`config.mk`:
```
export PLATFORM = sky130hd
export DESIGN_NAME = fpu_result_uart_tx
export DESIGN_NICKNAME = d
export VERILOG_FILES = /design/src/rtl/fpu_result_uart_tx.sv
export SDC_FILE = /design/constraint.sdc
export NUM_CORES = 1
export LEC_CHECK = 0
export BUFFER_PORTS_ARGS = -buffer_cell sky130_fd_sc_hd__buf_4
export CORE_MARGIN = 4
export CORE_UTILIZATION = 32
export CTS_CLUSTER_SIZE = 28
export DETAILED_ROUTE_END_ITERATION = 10
export SLEW_MARGIN = 30
export SYNTH_ARGS = -nofsm -noshare
export SYNTH_HDL_FRONTEND = slang
export SYNTH_SLANG_ARGS = --single-unit
```
`constraint.sdc`:
```
create_clock -name clk -period 8.49 [get_ports clk]
set_input_delay 1.2735 -clock clk [delete_from_list [all_inputs] [get_ports clk]]
set_output_delay 1.2735 -clock clk [all_outputs]
set_load 0.02 [all_outputs]
```
`src/rtl/fpu_result_uart_tx.sv`:
```
// Queues completed half-precision FPU results and returns each one to the host as two
// 8N1 UART frames, low byte first, using a bit period latched per result.
module fpu_result_uart_tx #(
    parameter int DEPTH = 4,
    parameter int PTR_W = 2
) (
    input  logic        clk,
    input  logic        rst,
    input  logic        result_valid,
    input  logic [15:0] result_data,
    input  logic [15:0] clks_per_bit,
    output logic        tx_serial,
    output logic        tx_busy,
    output logic        fifo_full,
    output logic        overflow,
    output logic        tx_done
);

    typedef enum logic [1:0] {IDLE, START, DATA, STOP} state_t;

    localparam logic [PTR_W:0] FULL_CNT = (PTR_W + 1)'(DEPTH);

    state_t             state_q, state_d;
    logic [15:0]        mem_q [DEPTH];
    logic [PTR_W-1:0]   wr_ptr_q, wr_ptr_d;
    logic [PTR_W-1:0]   rd_ptr_q, rd_ptr_d;
    logic [PTR_W:0]     count_q, count_d;
    logic [15:0]        shift_q, shift_d;
    logic [15:0]        period_q, period_d;
    logic [15:0]        cnt_q, cnt_d;
    logic [2:0]         bit_idx_q, bit_idx_d;
    logic               byte_sel_q, byte_sel_d;
    logic               tx_serial_q, tx_serial_d;
    logic               tx_busy_q, tx_busy_d;
    logic               fifo_full_q, fifo_full_d;
    logic               overflow_q, overflow_d;
    logic               tx_done_q, tx_done_d;
    logic               full, pop, push, bit_end;
    logic [7:0]         cur_byte_d;

    // The FSM only pops from IDLE, so an entry pushed this cycle is never popped before the next.
    always_comb begin
        full       = (count_q == FULL_CNT);
        pop        = (state_q == IDLE) && (count_q != '0);
        push       = result_valid && (!full || pop);
        wr_ptr_d   = push ? wr_ptr_q + 1'b1 : wr_ptr_q;
        rd_ptr_d   = pop  ? rd_ptr_q + 1'b1 : rd_ptr_q;
        count_d    = count_q;
        case ({push, pop})
            2'b10:   count_d = count_q + 1'b1;
            2'b01:   count_d = count_q - 1'b1;
            default: count_d = count_q;
        endcase
        overflow_d  = overflow_q | (result_valid & full & ~pop);
        fifo_full_d = (count_d == FULL_CNT);
    end

    always_comb begin
        state_d    = state_q;
        shift_d    = shift_q;
        period_d   = period_q;
        cnt_d      = cnt_q;
        bit_idx_d  = bit_idx_q;
        byte_sel_d = byte_sel_q;
        tx_done_d  = 1'b0;
        bit_end    = (cnt_q == period_q - 16'd1);
        case (state_q)
            IDLE: begin
                if (pop) begin
                    shift_d    = mem_q[rd_ptr_q];
                    period_d   = (clks_per_bit == 16'd0) ? 16'd1 : clks_per_bit;
                    byte_sel_d = 1'b0;
                    cnt_d      = '0;
                    state_d    = START;
                end
            end
            START: begin
                if (bit_end) begin
                    cnt_d     = '0;
                    bit_idx_d = '0;
                    state_d   = DATA;
                end else begin
                    cnt_d = cnt_q + 16'd1;
                end
            end
            DATA: begin
                if (bit_end) begin
                    cnt_d = '0;
                    if (bit_idx_q == 3'd7) state_d = STOP;
                    else bit_idx_d = bit_idx_q + 3'd1;
                end else begin
                    cnt_d = cnt_q + 16'd1;
                end
            end
            STOP: begin
                if (bit_end) begin
                    cnt_d = '0;
                    if (!byte_sel_q) begin
                        byte_sel_d = 1'b1;
                        state_d    = START;
                    end else begin
                        tx_done_d = 1'b1;
                        state_d   = IDLE;
                    end
                end else begin
                    cnt_d = cnt_q + 16'd1;
                end
            end
            default: state_d = IDLE;
        endcase

        // Line level is computed from next-state so the registered output lines up with the state.
        cur_byte_d = byte_sel_d ? shift_d[15:8] : shift_d[7:0];
        case (state_d)
            START:   tx_serial_d = 1'b0;
            DATA:    tx_serial_d = cur_byte_d[bit_idx_d];
            default: tx_serial_d = 1'b1;
        endcase
        tx_busy_d = (state_d != IDLE) || (count_d != '0);
    end

    always_ff @(posedge clk) begin
        if (push) mem_q[wr_ptr_q] <= result_data;
    end

    always_ff @(posedge clk or posedge rst) begin
        if (rst) begin
            state_q     <= IDLE;
            wr_ptr_q    <= '0;
            rd_ptr_q    <= '0;
            count_q     <= '0;
            shift_q     <= '0;
            period_q    <= 16'd1;
            cnt_q       <= '0;
            bit_idx_q   <= '0;
            byte_sel_q  <= 1'b0;
            tx_serial_q <= 1'b1;
            tx_busy_q   <= 1'b0;
            fifo_full_q <= 1'b0;
            overflow_q  <= 1'b0;
            tx_done_q   <= 1'b0;
        end else begin
            state_q     <= state_d;
            wr_ptr_q    <= wr_ptr_d;
            rd_ptr_q    <= rd_ptr_d;
            count_q     <= count_d;
            shift_q     <= shift_d;
            period_q    <= period_d;
            cnt_q       <= cnt_d;
            bit_idx_q   <= bit_idx_d;
            byte_sel_q  <= byte_sel_d;
            tx_serial_q <= tx_serial_d;
            tx_busy_q   <= tx_busy_d;
            fifo_full_q <= fifo_full_d;
            overflow_q  <= overflow_d;
            tx_done_q   <= tx_done_d;
        end
    end

    assign tx_serial = tx_serial_q;
    assign tx_busy   = tx_busy_q;
    assign fifo_full = fifo_full_q;
    assign overflow  = overflow_q;
    assign tx_done   = tx_done_q;

endmodule

```
==> results.json, run 1 <==
{
  "clk-insertion-delay-late_ps": 410,
  "post-synth-top-area-cell": "sky130_fd_sc_hd__edfxtp_1",
  "post-dp-hpwl_um": 8542,
  "layout-drive-gt1-share": 0.1906,
  "layout.filler_cells": 1783,
  "critical_path_class": "reg2reg",
  "report.final.slew_viol_count": 0,
  "insertedDiodeCount": 0,
  "synth-seq-cells": 130,
  "place_congestion": 0.8679,
  "detailroute.via_count": 4061,
  "die-area_um2": 21510,
  "grt_busiest_layer": "met2",
  "detailedRoute.firstPassIterationCount": 4,
  "highest_fanout_seen_on_the_critical_path": 11,
  "synth_net_count": 572,
  "post_dr_vias_cell": 4.852,
  "ys_top_cells_by_area": "sky130_fd_sc_hd__edfxtp_1 31%, sky130_fd_sc_hd__dfrtp_1 26%, sky130_fd_sc_hd__nand2_1 7.2%",
  "global_route_wire_length_before_repair_um": 21380,
  "synthArstFlopShare": 0.5077,
  "area_added_between_synthesis_and_finish_pct": 17.78,
  "numClockSinks": 130,
  "vdd_drop_max_mv": 0.1707,
  "dominantRegCellSynth": "sky130_fd_sc_hd__edfxtp_1",
  "rsz0062_at_grt": "no",
  "antenna_found_initial": 0,
  "static-leakage-power_nw": 3.005,
  "worst_hold_startpoint": "overflow$_DFF_PP0_",
  "fin_setup_tns_ps": 0,
  "ys.warnings.count": 0,
  "die_h_um": 146.7,
  "max_slew.worst_pin.slew_ps": 934.1,
  "die_w_um": 146.7,
  "maximum_number_of_pins_on_one_net_before_global_route_repair": 67,
  "slew_headroom": 0.3773,
  "numCtsBuffers": 17,
  "fin_skew_ps": 13.44,
  "top_level_ports": 40,
  "synth_enable_flop_cells": 64,
  "cp_data_required_time_ps": 8810,
  "port-buffer-count": 39,
  "period_share": 0.4905,
  "finalHoldViolations": 0,
  "use_met2": 0.2056,
  "syn_avg_cell_area_um2": 11.76,
  "synth_cells": 523,
  "drcViolationCount": 0,
  "wirelength_routed_um": 12620,
  "critical_path.startpoint": "period_q[0]$_DFFE_PP1P_",
  "antenna_violating_nets_post_route": 0,
  "met1_grt_util": 0.1567,
  "share_of_synthesized_area_occupied_by_flip_flops_and_latches": 0.5812,
  "cap_viol_max_count": 0,
  "final-setup-viol-count": 0,
  "drt_iter0_drc": 250,
  "cts_setup_buffers": 0,
  "endpoint_kind_of_the_worst_setup_timing_path": "flop",
  "clk_transition_reported_paths_ps": 60,
  "post_cts_resized": 0,
  "grt_use_met3": 0.03818,
  "worst_hold_path_type": "reg2reg",
  "postCtsHoldBufs": 0,
  "regToRegStartpoint": "period_q[0]$_DFFE_PP1P_",
  "timing.critical_path.from_type": "flop",
  "vias_in_the_first_global_route": 4234,
  "p_per_area_nw_per_um2": 343.6,
  "finalWorstSetupSlack_ps": 4326,
  "fin_crit_ps": 4164,
  "max_clock_freq_ghz": 0.2402,
  "synthDistinctLibCells": 66,
  "yosys.area.top_type_share": 0.3124,
  "track_usage": 0.1225,
  "finalCoreUtilization": 0.3848,
  "tritoncts": "yes",
  "holdWs_ps": 465.7,
  "cts-root-buf": "sky130_fd_sc_hd__clkbuf_16",
  "globalRoute.totalOverflow": 0,
  "rows": 50,
  "core_ar_um2": 18830,
  "setup_ws_pre_cts_ps": 4353,
  "detail_route.wl_per_cell_um": 15.08,
  "clock_path_buffers": 2,
  "synthesized_cell_area_um2": 6152,
  "htreeDepth": 4,
  "worstPathArrival_ps": 4480,
  "run_status": "complete, no violations",
  "fin_nets": 613,
  "initial_util": 0.3267
}
-- registers in the layout (all words and copies together), names as in the netlist --
register,flops
mem_q,64
tx_done,1
shift_q,16
tx_serial,1
fifo_full,1
wr_ptr_q,2
count_q,3
state_q,2
rd_ptr_q,2
period_q,16
overflow,1
bit_idx_q,3
byte_sel_q,1
cnt_q,16
tx_busy,1
-- synth_stat cells, types with 4 or more instances --
master,n
sky130_fd_sc_hd__nand2_1,118
sky130_fd_sc_hd__dfrtp_1,64
sky130_fd_sc_hd__edfxtp_1,64
sky130_fd_sc_hd__o21ai_0,35
sky130_fd_sc_hd__nor2_1,27
sky130_fd_sc_hd__inv_1,19
sky130_fd_sc_hd__clkbuf_1,18
sky130_fd_sc_hd__mux4_2,16
sky130_fd_sc_hd__xor2_1,15
sky130_fd_sc_hd__ha_1,13
sky130_fd_sc_hd__xnor2_1,12
sky130_fd_sc_hd__and3_1,11
sky130_fd_sc_hd__mux2i_1,11
sky130_fd_sc_hd__a21oi_1,9
sky130_fd_sc_hd__nor3_1,8
sky130_fd_sc_hd__and2_1,6
sky130_fd_sc_hd__nand3_1,5
sky130_fd_sc_hd__nand4_1,4
sky130_fd_sc_hd__nor4_1,4
-- cells by family after synthesis --
kind of cell,Yosys count,share of synthesized area
AO/OA/AOI/OAI,75,0.08359
multiplexers,28,0.07830
adder cells (fa/ha/maj),14,0.02969
buffers and inverters,42,0.02827
flip-flops,130,0.5812
XOR/XNOR,27,0.03844
AND/OR/NAND/NOR,207,0.1605
-- through the flow --
step	area (um2)	cells	total power, mW
global route	7246	837	2.675
global placement	6709	805	1.823
CTS	7243	837	2.515
finish	7246	837	2.490
floorplan	6152	523	1.620
detailed placement	6710	805	1.855
-- path summary, 6_finish.rpt --
check                                                end  slack, ps  cells past startpoint
worst max-delay path                 tx_serial$_DFF_PP1_       4330                     13
worst min-delay path                  overflow$_DFF_PP0_        470                      1
worst max register to register       tx_serial$_DFF_PP1_       4330                     13
worst min register to register        overflow$_DFF_PP0_        470                      1
max in group asynchronous        period_q[6]$_DFFE_PP0P_       6820                      3
min in group asynchronous       period_q[15]$_DFFE_PP0P_       1120                      3
-- cell usage in the layout (no fill, tap or decap), types with 3 or more instances in the layout --
master,n
sky130_fd_sc_hd__nor3_1,8
sky130_fd_sc_hd__nand3_1,5
sky130_fd_sc_hd__clkbuf_16,17
sky130_fd_sc_hd__inv_1,18
sky130_fd_sc_hd__and3_1,11
sky130_fd_sc_hd__and2_1,4
sky130_fd_sc_hd__clkinv_4,3
sky130_fd_sc_hd__or2_2,3
sky130_fd_sc_hd__dfrtp_1,64
sky130_fd_sc_hd__xor2_1,15
sky130_fd_sc_hd__o21ai_0,35
sky130_fd_sc_hd__a21o_1,3
sky130_fd_sc_hd__nor4_1,4
sky130_fd_sc_hd__or3_1,3
sky130_fd_sc_hd__mux2i_1,11
sky130_fd_sc_hd__clkinv_2,5
sky130_fd_sc_hd__ha_1,13
sky130_fd_sc_hd__xnor2_1,12
sky130_fd_sc_hd__nand4_1,4
sky130_fd_sc_hd__nand2_1,118
sky130_fd_sc_hd__edfxtp_1,64
sky130_fd_sc_hd__buf_4,44
sky130_fd_sc_hd__nand2b_1,3
sky130_fd_sc_hd__inv_6,4
sky130_fd_sc_hd__nor2_1,27
sky130_fd_sc_hd__a21oi_1,9
sky130_fd_sc_hd__mux4_2,16
sky130_fd_sc_hd__o22ai_1,3
-- power breakdown --
group	internal, mW	switching, mW	total, mW
Combinational	0.345	0.511	0.855
Sequential	0.848	0.130	0.978
Clock	0.376	0.280	0.656
Total	1.57	0.921	2.49
-- final cells by class --
cell class | count | area (um2) | area share
sequential | 130 | 3576 | 0.4935
multi-input combinational | 351 | 2405 | 0.3319
tap | 260 | 325.3 | 0.04490
clock inverter | 14 | 103.9 | 0.01433
timing repair buffer | 44 | 330.3 | 0.04559
inverter | 20 | 76.32 | 0.01053
clock buffer | 18 | 429.2 | 0.05923
-- routing by layer --
layer  share of wire  wire [um]  up-vias
met5               0          0        -
met4          0.0048         60        0
met3           0.038        480        8
met2            0.50       6292       81
met1            0.46       5788     2020
li1                -          -     1952
-- critical path: stages, from the launching register on --
cell,delay [ps]
sky130_fd_sc_hd__dfstp_2,580
sky130_fd_sc_hd__inv_1,80
sky130_fd_sc_hd__ha_1,330
sky130_fd_sc_hd__xor2_1,210
sky130_fd_sc_hd__o21ai_0,190
sky130_fd_sc_hd__o22ai_1,90
sky130_fd_sc_hd__or4_4,580
sky130_fd_sc_hd__o41ai_4,280
sky130_fd_sc_hd__nand2_1,180
sky130_fd_sc_hd__a211oi_4,500
sky130_fd_sc_hd__mux2_1,380
sky130_fd_sc_hd__a2111o_1,370
sky130_fd_sc_hd__o41ai_2,230
sky130_fd_sc_hd__a21oi_1,90
Power figures use the tool's default switching activity.
==> run 2: changes to the inputs <==
ABC_AREA = 1   (was default)
clock period = 3.4 ns   (was 8.49 ns; I/O delays follow)
==> results.json, run 2 <==
{
  "period_share": 0.8289,
  "drcViolationCount": 0,
  "track_usage": 0.1391,
  "met1_length_um": 6808,
  "fin_nets": 817,
  "finalWorstSetupSlack_ps": 581.6,
  "final-setup-viol-count": 0,
  "share_of_synthesized_area_occupied_by_flip_flops_and_latches": 0.5486,
  "synthesized_cell_area_um2": 6519,
  "cts-root-buf": "sky130_fd_sc_hd__clkbuf_16",
  "total_power_mw": 6.856,
  "crit_family": "adder cells",
  "clk_transition_reported_paths_ps": 60,
  "clk-insertion-delay-late_ps": 420,
  "die_h_um": 150.7,
  "die-area_um2": 22720,
  "synth_enable_flop_cells": 64,
  "finalHoldViolations": 0,
  "slew_headroom": 0.4758,
  "p_per_area_nw_per_um2": 884.5,
  "fin_setup_tns_ps": 0,
  "fin_skew_ps": 8.705,
  "dominantRegCellSynth": "sky130_fd_sc_hd__edfxtp_1",
  "ys_top_cells_by_area": "sky130_fd_sc_hd__edfxtp_1 29%, sky130_fd_sc_hd__dfrtp_1 25%, sky130_fd_sc_hd__nand2_1 8.7%",
  "highest_layer": "met4",
  "layout.filler_cells": 1981,
  "place_congestion": 0.8547,
  "rows": 51,
  "detailroute.via_count": 4831,
  "vias_in_the_first_global_route": 4921,
  "post_cts_resized": 0,
  "htreeDepth": 4,
  "numCtsBuffers": 17,
  "synthMostInstantiatedCell": "sky130_fd_sc_hd__nand2_1",
  "ys.warnings.count": 0,
  "top_level_ports": 40,
  "layout-drive-gt1-share": 0.1524,
  "timing.critical_path.from_type": "flop",
  "wirelength_routed_um": 14430,
  "place.detailed.instances": 1014,
  "post_dr_vias_cell": 4.619,
  "worstPathBufferInverterCount": 3,
  "cp_data_required_time_ps": 3670,
  "tritoncts": "yes",
  "postCtsHoldBufs": 0,
  "global_route_wire_length_before_repair_um": 24530,
  "synth-seq-cells": 130,
  "max_slew.worst_pin.slew_ps": 785.1,
  "numClockSinks": 130,
  "vdd_drop_max_mv": 0.5317,
  "highest_fanout_seen_on_the_critical_path": 8,
  "insertedDiodeCount": 0,
  "fin_crit_ps": 2818,
  "post-dp-hpwl_um": 9998,
  "synthDistinctLibCells": 44,
  "initial_util": 0.3306,
  "yosys.area.top_type_share": 0.2948,
  "drt_iter0_drc": 258,
  "maximum_number_of_pins_on_one_net_before_global_route_repair": 55,
  "port-buffer-count": 39,
  "crit_path_max_incr_delay_ps": 430,
  "core_ar_um2": 19720,
  "static-leakage-power_nw": 3.326,
  "antenna_found_initial": 0,
  "top_cell_types_by_occurrence_after_synthesis": "151 x sky130_fd_sc_hd__nand2_1, 116 x sky130_fd_sc_hd__nor2_1, 72 x sky130_fd_sc_hd__inv_1, 64 x sky130_fd_sc_hd__dfrtp_1, 64 x sky130_fd_sc_hd__edfxtp_1",
  "final_cell_count_no_fill": 1046,
  "max_ffs_per_register": 64,
  "layout.cells.most_common_list": "151 x sky130_fd_sc_hd__nand2_1, 116 x sky130_fd_sc_hd__nor2_1, 71 x sky130_fd_sc_hd__inv_1, 64 x sky130_fd_sc_hd__dfrtp_1, 64 x sky130_fd_sc_hd__edfxtp_1",
  "synth_net_count": 766,
  "critical_path.startpoint": "state_q[1]$_DFF_PP0_",
  "detail_route.wl_per_cell_um": 13.79,
  "post-synth-top-area-cell": "sky130_fd_sc_hd__edfxtp_1",
  "max_clock_freq_ghz": 0.3548,
  "endpoint_kind_of_the_worst_setup_timing_path": "flop",
  "report.final.slew_viol_count": 0,
  "critical_path_class": "reg2reg",
  "wl_met2_um": 6822,
  "cts_setup_buffers": 0,
  "area_added_between_synthesis_and_finish_pct": 18.91,
  "rsz0062_at_grt": "no",
  "run_status": "complete, no violations",
  "die_w_um": 150.7,
  "syn_avg_cell_area_um2": 9.092,
  "crit_top_cell": "sky130_fd_sc_hd__inv_1",
  "regToRegStartpoint": "state_q[1]$_DFF_PP0_",
  "routed-wl-met3_um": 625,
  "globalRoute.totalOverflow": 0,
  "regMostFlops": "mem_q",
  "detailedRoute.firstPassIterationCount": 4,
  "synthArstFlopShare": 0.5077,
  "crit_chain": "inv_1 -> ha_1 -> inv_1 -> nand3_1 -> nand2_1 -> ha_1 -> inv_1 -> fa_1 -> a21oi_1 -> o21ai_0 -> xor2_1 -> nor3_1 -> nand4_1",
  "setup_ws_pre_cts_ps": 573.5,
  "synth_cells": 717,
  "crit_slowest_cell": "sky130_fd_sc_hd__dfrtp_1",
  "worstPathArrival_ps": 3090,
  "cap_viol_max_count": 0,
  "clock_path_buffers": 2,
  "antenna_violating_nets_post_route": 0,
  "layout.cells.most_common": "sky130_fd_sc_hd__nand2_1",
  "worst_hold_path_type": "in2async"
}
[run 2: per-layer routing]
layer | GRT usage | vias up
met2 | 0.2344 | 69
met4 | 0.04080 | 0
met1 | 0.1736 | 2281
met5 | 0 | -
li1 | - | 2473
met3 | 0.04034 | 8
[run 2: where the power goes]
group / total, mW / leakage, nW / internal [mW] / switching [mW]
combinational: 2.67 / 1.65 / 0.899 / 1.77
clock: 1.81 / 0.281 / 1.04 / 0.765
sequential: 2.38 / 1.40 / 2.13 / 0.259
total: 6.86 / 3.33 / 4.07 / 2.79
[run 2: area by class of cell]
type                            instances  area [um2]  share of cell area
Clock buffer                           17       425.4             0.05488
Sequential cell                       130        3576              0.4613
Multi-Input combinational cell        491        2581              0.3330
Tap cell                              265       331.6             0.04278
Clock inverter                         15       161.4             0.02082
Inverter                               76       285.3             0.03680
Timing Repair Buffer                   52       390.4             0.05036
[run 2: final timing paths]
| check | to | slack (ps) | cells past startpoint |
|---|---|---|---|
| max | tx_busy$_DFF_PP0_ | 580 | 13 |
| min | cnt_q[15]$_DFFE_PP0P_ | 250 | 2 |
| max reg2reg | tx_busy$_DFF_PP0_ | 580 | 13 |
| min reg2reg | shift_q[3]$_DFF_PP0_ | 480 | 2 |
| max in group asynchronous | tx_serial$_DFF_PP1_ | 2410 | 3 |
| min in group clk | mem_q[2][1]$_DFFE_PP_ | 290 | 1 |
[run 2: through the flow]
| step | hold WS (ps) | util | instance area, um2 |
|---|---|---|---|
| after floorplan | 436.9 | - | 6519 |
| after global placement | 460.5 | 0.3633 | 7164 |
| after detailed placement | 463.5 | 0.3633 | 7164 |
| after CTS | 266.9 | 0.3931 | 7751 |
| after global routing | 258.2 | 0.3931 | 7751 |
| final | 245.2 | 0.3931 | 7751 |
[run 2: cell families (layout without fill, tap and decap cells)]
family | after synthesis | in the layout | synth area share
xor gates and xnor gates | 28 | 28 | 0.03877
DFF | 130 | 130 | 0.5486
adders and majority gates | 14 | 14 | 0.02802
and+or+nand+nor | 351 | 351 | 0.2405
buffers and inverters | 96 | 160 | 0.05547
muxes | 1 | 1 | 0.001536
AOI/OAI and AO/OA | 97 | 97 | 0.08714
[run 2: worst register-to-register path: cells and delay by family, from the launching register on]
| kind | cells | cell delay (ps) |
|---|---|---|
| AND/OR/NAND/NOR | 4 | 730 |
| XOR/XNOR | 1 | 170 |
| buffers and inverters | 3 | 300 |
| AO/OA/AOI/OAI | 2 | 250 |
| adder cells (fa/ha/maj) | 3 | 790 |
| flip-flops | 1 | 430 |
==> run 3: changes to the inputs <==
clock period = 2.95 ns   (was 3.4 ns; I/O delays follow)
==> results.json, run 3 (same netlist as run 2, synthesis figures left out) <==
{
  "run_status": "complete, no violations",
  "rsz0062_at_grt": "yes",
  "global_route_wire_length_before_repair_um": 23860,
  "final-setup-viol-count": 0,
  "regMostFlops": "mem_q",
  "clk_transition_reported_paths_ps": 60,
  "fin_crit_ps": 2770,
  "insertedDiodeCount": 0,
  "max_slew.worst_pin.slew_ps": 755.4,
  "clk-insertion-delay-late_ps": 420,
  "place.detailed.instances": 1015,
  "layout.cells.most_common": "sky130_fd_sc_hd__nand2_1",
  "initial_util": 0.3306,
  "numCtsBuffers": 17,
  "fin_nets": 824,
  "vdd_drop_max_mv": 0.4184,
  "top_level_ports": 40,
  "detailedRoute.firstPassIterationCount": 4,
  "cts-root-buf": "sky130_fd_sc_hd__clkbuf_16",
  "final_cell_count_no_fill": 1053,
  "p_per_area_nw_per_um2": 1013,
  "track_usage": 0.1339,
  "die-area_um2": 22720,
  "worst_hold_path_type": "in2async",
  "die_h_um": 150.7,
  "finalWorstSetupSlack_ps": 179.9,
  "core_ar_um2": 19720,
  "htreeDepth": 4,
  "numClockSinks": 130,
  "globalRoute.totalOverflow": 0,
  "tritoncts": "yes",
  "period_share": 0.9390,
  "internal_power_mw": 4.673,
  "worstPathArrival_ps": 3110,
  "area_added_between_synthesis_and_finish_pct": 20.21,
  "drt_iter0_drc": 211,
  "critical_path_class": "reg2reg",
  "post-dp-hpwl_um": 9941,
  "switching_share": 0.4116,
  "clock_path_buffers": 2,
  "highest_fanout_seen_on_the_critical_path": 7,
  "pwr-share-comb": 0.400,
  "finalHoldViolations": 0,
  "power_switching_mw": 3.268,
  "holdWs_ps": 92.13,
  "max_clock_freq_ghz": 0.3610,
  "port-buffer-count": 39,
  "share_seq_of_total_power": 0.347,
  "fin_skew_ps": 16.73,
  "endpoint_kind_of_the_worst_setup_timing_path": "flop",
  "crit-reg2reg-capture": "tx_serial$_DFF_PP1_",
  "maximum_number_of_pins_on_one_net_before_global_route_repair": 67,
  "wirelength_routed_um": 14540,
  "static-leakage-power_nw": 3.362,
  "vias_in_the_first_global_route": 4833,
  "place_congestion": 0.8445,
  "report.final.slew_viol_count": 0,
  "slew_headroom": 0.4958,
  "layout-drive-gt1-share": 0.1662,
  "rrSetupSlack_ps": 180,
  "drcViolationCount": 0,
  "max_ffs_per_register": 64,
  "r2r.worst_path.cells": 21,
  "cap_viol_max_count": 0,
  "die_w_um": 150.7,
  "antenna_found_initial": 0,
  "cp_data_required_time_ps": 3290,
  "timing.critical_path.from_type": "flop",
  "post_dr_vias_cell": 4.649,
  "postCtsHoldBufs": 0,
  "pwr-share-clk": 0.253,
  "layout.cells.most_common_list": "151 x sky130_fd_sc_hd__nand2_1, 116 x sky130_fd_sc_hd__nor2_1, 70 x sky130_fd_sc_hd__inv_1, 64 x sky130_fd_sc_hd__dfrtp_1, 64 x sky130_fd_sc_hd__edfxtp_1",
  "setup_ws_pre_cts_ps": 235.8,
  "detail_route.wl_per_cell_um": 13.81,
  "antenna_violating_nets_post_route": 0,
  "finalCoreUtilization": 0.3974,
  "detailroute.via_count": 4895,
  "rows": 51,
  "regToRegStartpoint": "period_q[0]$_DFFE_PP1P_"
}
## run 3: worst max-delay path, stage by stage (launching register included)
cell	delay [ps]
sky130_fd_sc_hd__dfstp_2	550
sky130_fd_sc_hd__clkinvlp_4	140
sky130_fd_sc_hd__ha_4	300
sky130_fd_sc_hd__xor2_2	150
sky130_fd_sc_hd__nand2_1	70
sky130_fd_sc_hd__nor2_1	110
sky130_fd_sc_hd__nand2_1	60
sky130_fd_sc_hd__nor2_1	80
sky130_fd_sc_hd__nand2_1	90
sky130_fd_sc_hd__nor3_4	260
sky130_fd_sc_hd__nand3_4	180
sky130_fd_sc_hd__buf_4	180
sky130_fd_sc_hd__nand3_1	60
sky130_fd_sc_hd__nand2_1	60
sky130_fd_sc_hd__inv_1	50
sky130_fd_sc_hd__nand2_1	50
sky130_fd_sc_hd__nand3_1	60
sky130_fd_sc_hd__nand2_1	50
sky130_fd_sc_hd__nand2_1	50
sky130_fd_sc_hd__nand2_1	50
sky130_fd_sc_hd__nand2_1	50
sky130_fd_sc_hd__nand2_1	40
## run 3: area by class of cell
cell class / instances / area, um2
Timing Repair Buffer: 59 / 459.2
Inverter: 76 / 289.0
Sequential cell: 130 / 3576
Tap cell: 265 / 331.6
Clock inverter: 15 / 135.1
Clock buffer: 17 / 425.4
Fill cell: 1933 / 11880
Multi-Input combinational cell: 491 / 2620
## run 3: worst max path at each step
stage | slack (ps) | cells past startpoint | endpoint | from
2_1_floorplan | 80 | 14 | tx_busy$_DFF_PP0_ | state_q[1]$_DFF_PP0_
3_3_place_gp | 200 | 21 | tx_serial$_DFF_PP1_ | period_q[0]$_DFFE_PP1P_
3_5_place_dp | 240 | 21 | tx_serial$_DFF_PP1_ | period_q[0]$_DFFE_PP1P_
4_1_cts | 210 | 21 | tx_serial$_DFF_PP1_ | period_q[0]$_DFFE_PP1P_
5_1_grt | -120 | 21 | tx_serial$_DFF_PP1_ | period_q[0]$_DFFE_PP1P_
6_report | 180 | 21 | tx_serial$_DFF_PP1_ | period_q[0]$_DFFE_PP1P_
## run 3: per-layer routing
metal  GRT usage  wire length (um)  share of wire
met1      0.1711              6791           0.47
met4     0.03309               161          0.011
met5           0                 0              0
met2      0.2244              6993           0.48
met3     0.03853               597          0.041
## run 3: power by group through the flow
| stage | Sequential, mW | Clock [mW] | Combinational (mW) |
|---|---|---|---|
| 2_1_floorplan | 2.72 | 0 | 2.32 |
| 3_3_place_gp | 2.78 | 0 | 3.08 |
| 3_5_place_dp | 2.78 | 0 | 3.11 |
| 4_1_cts | 2.76 | 2.05 | 3.13 |
| 5_1_grt | 2.81 | 2.13 | 3.65 |
| 6_report | 2.76 | 2.01 | 3.18 |
## run 3: what timing repair did
item | CTS | global route
setup buffers | 0 | 6
resized for setup | 0 | 7
endpoints found under the setup margin | 0 | 1
endpoints found under the hold margin | 0 | 0
## run 3: per-stage QoR
| step | setup TNS, ps | cell area [um2] | power (mW) |
|---|---|---|---|
| after global placement | 0 | 7184 | 5.859 |
| after floorplan | 0 | 6519 | 5.039 |
| after detailed placement | 0 | 7184 | 5.892 |
| final | 0 | 7836 | 7.941 |
| after CTS | 0 | 7745 | 7.934 |
| after global routing | -117.5 | 7836 | 8.594 |
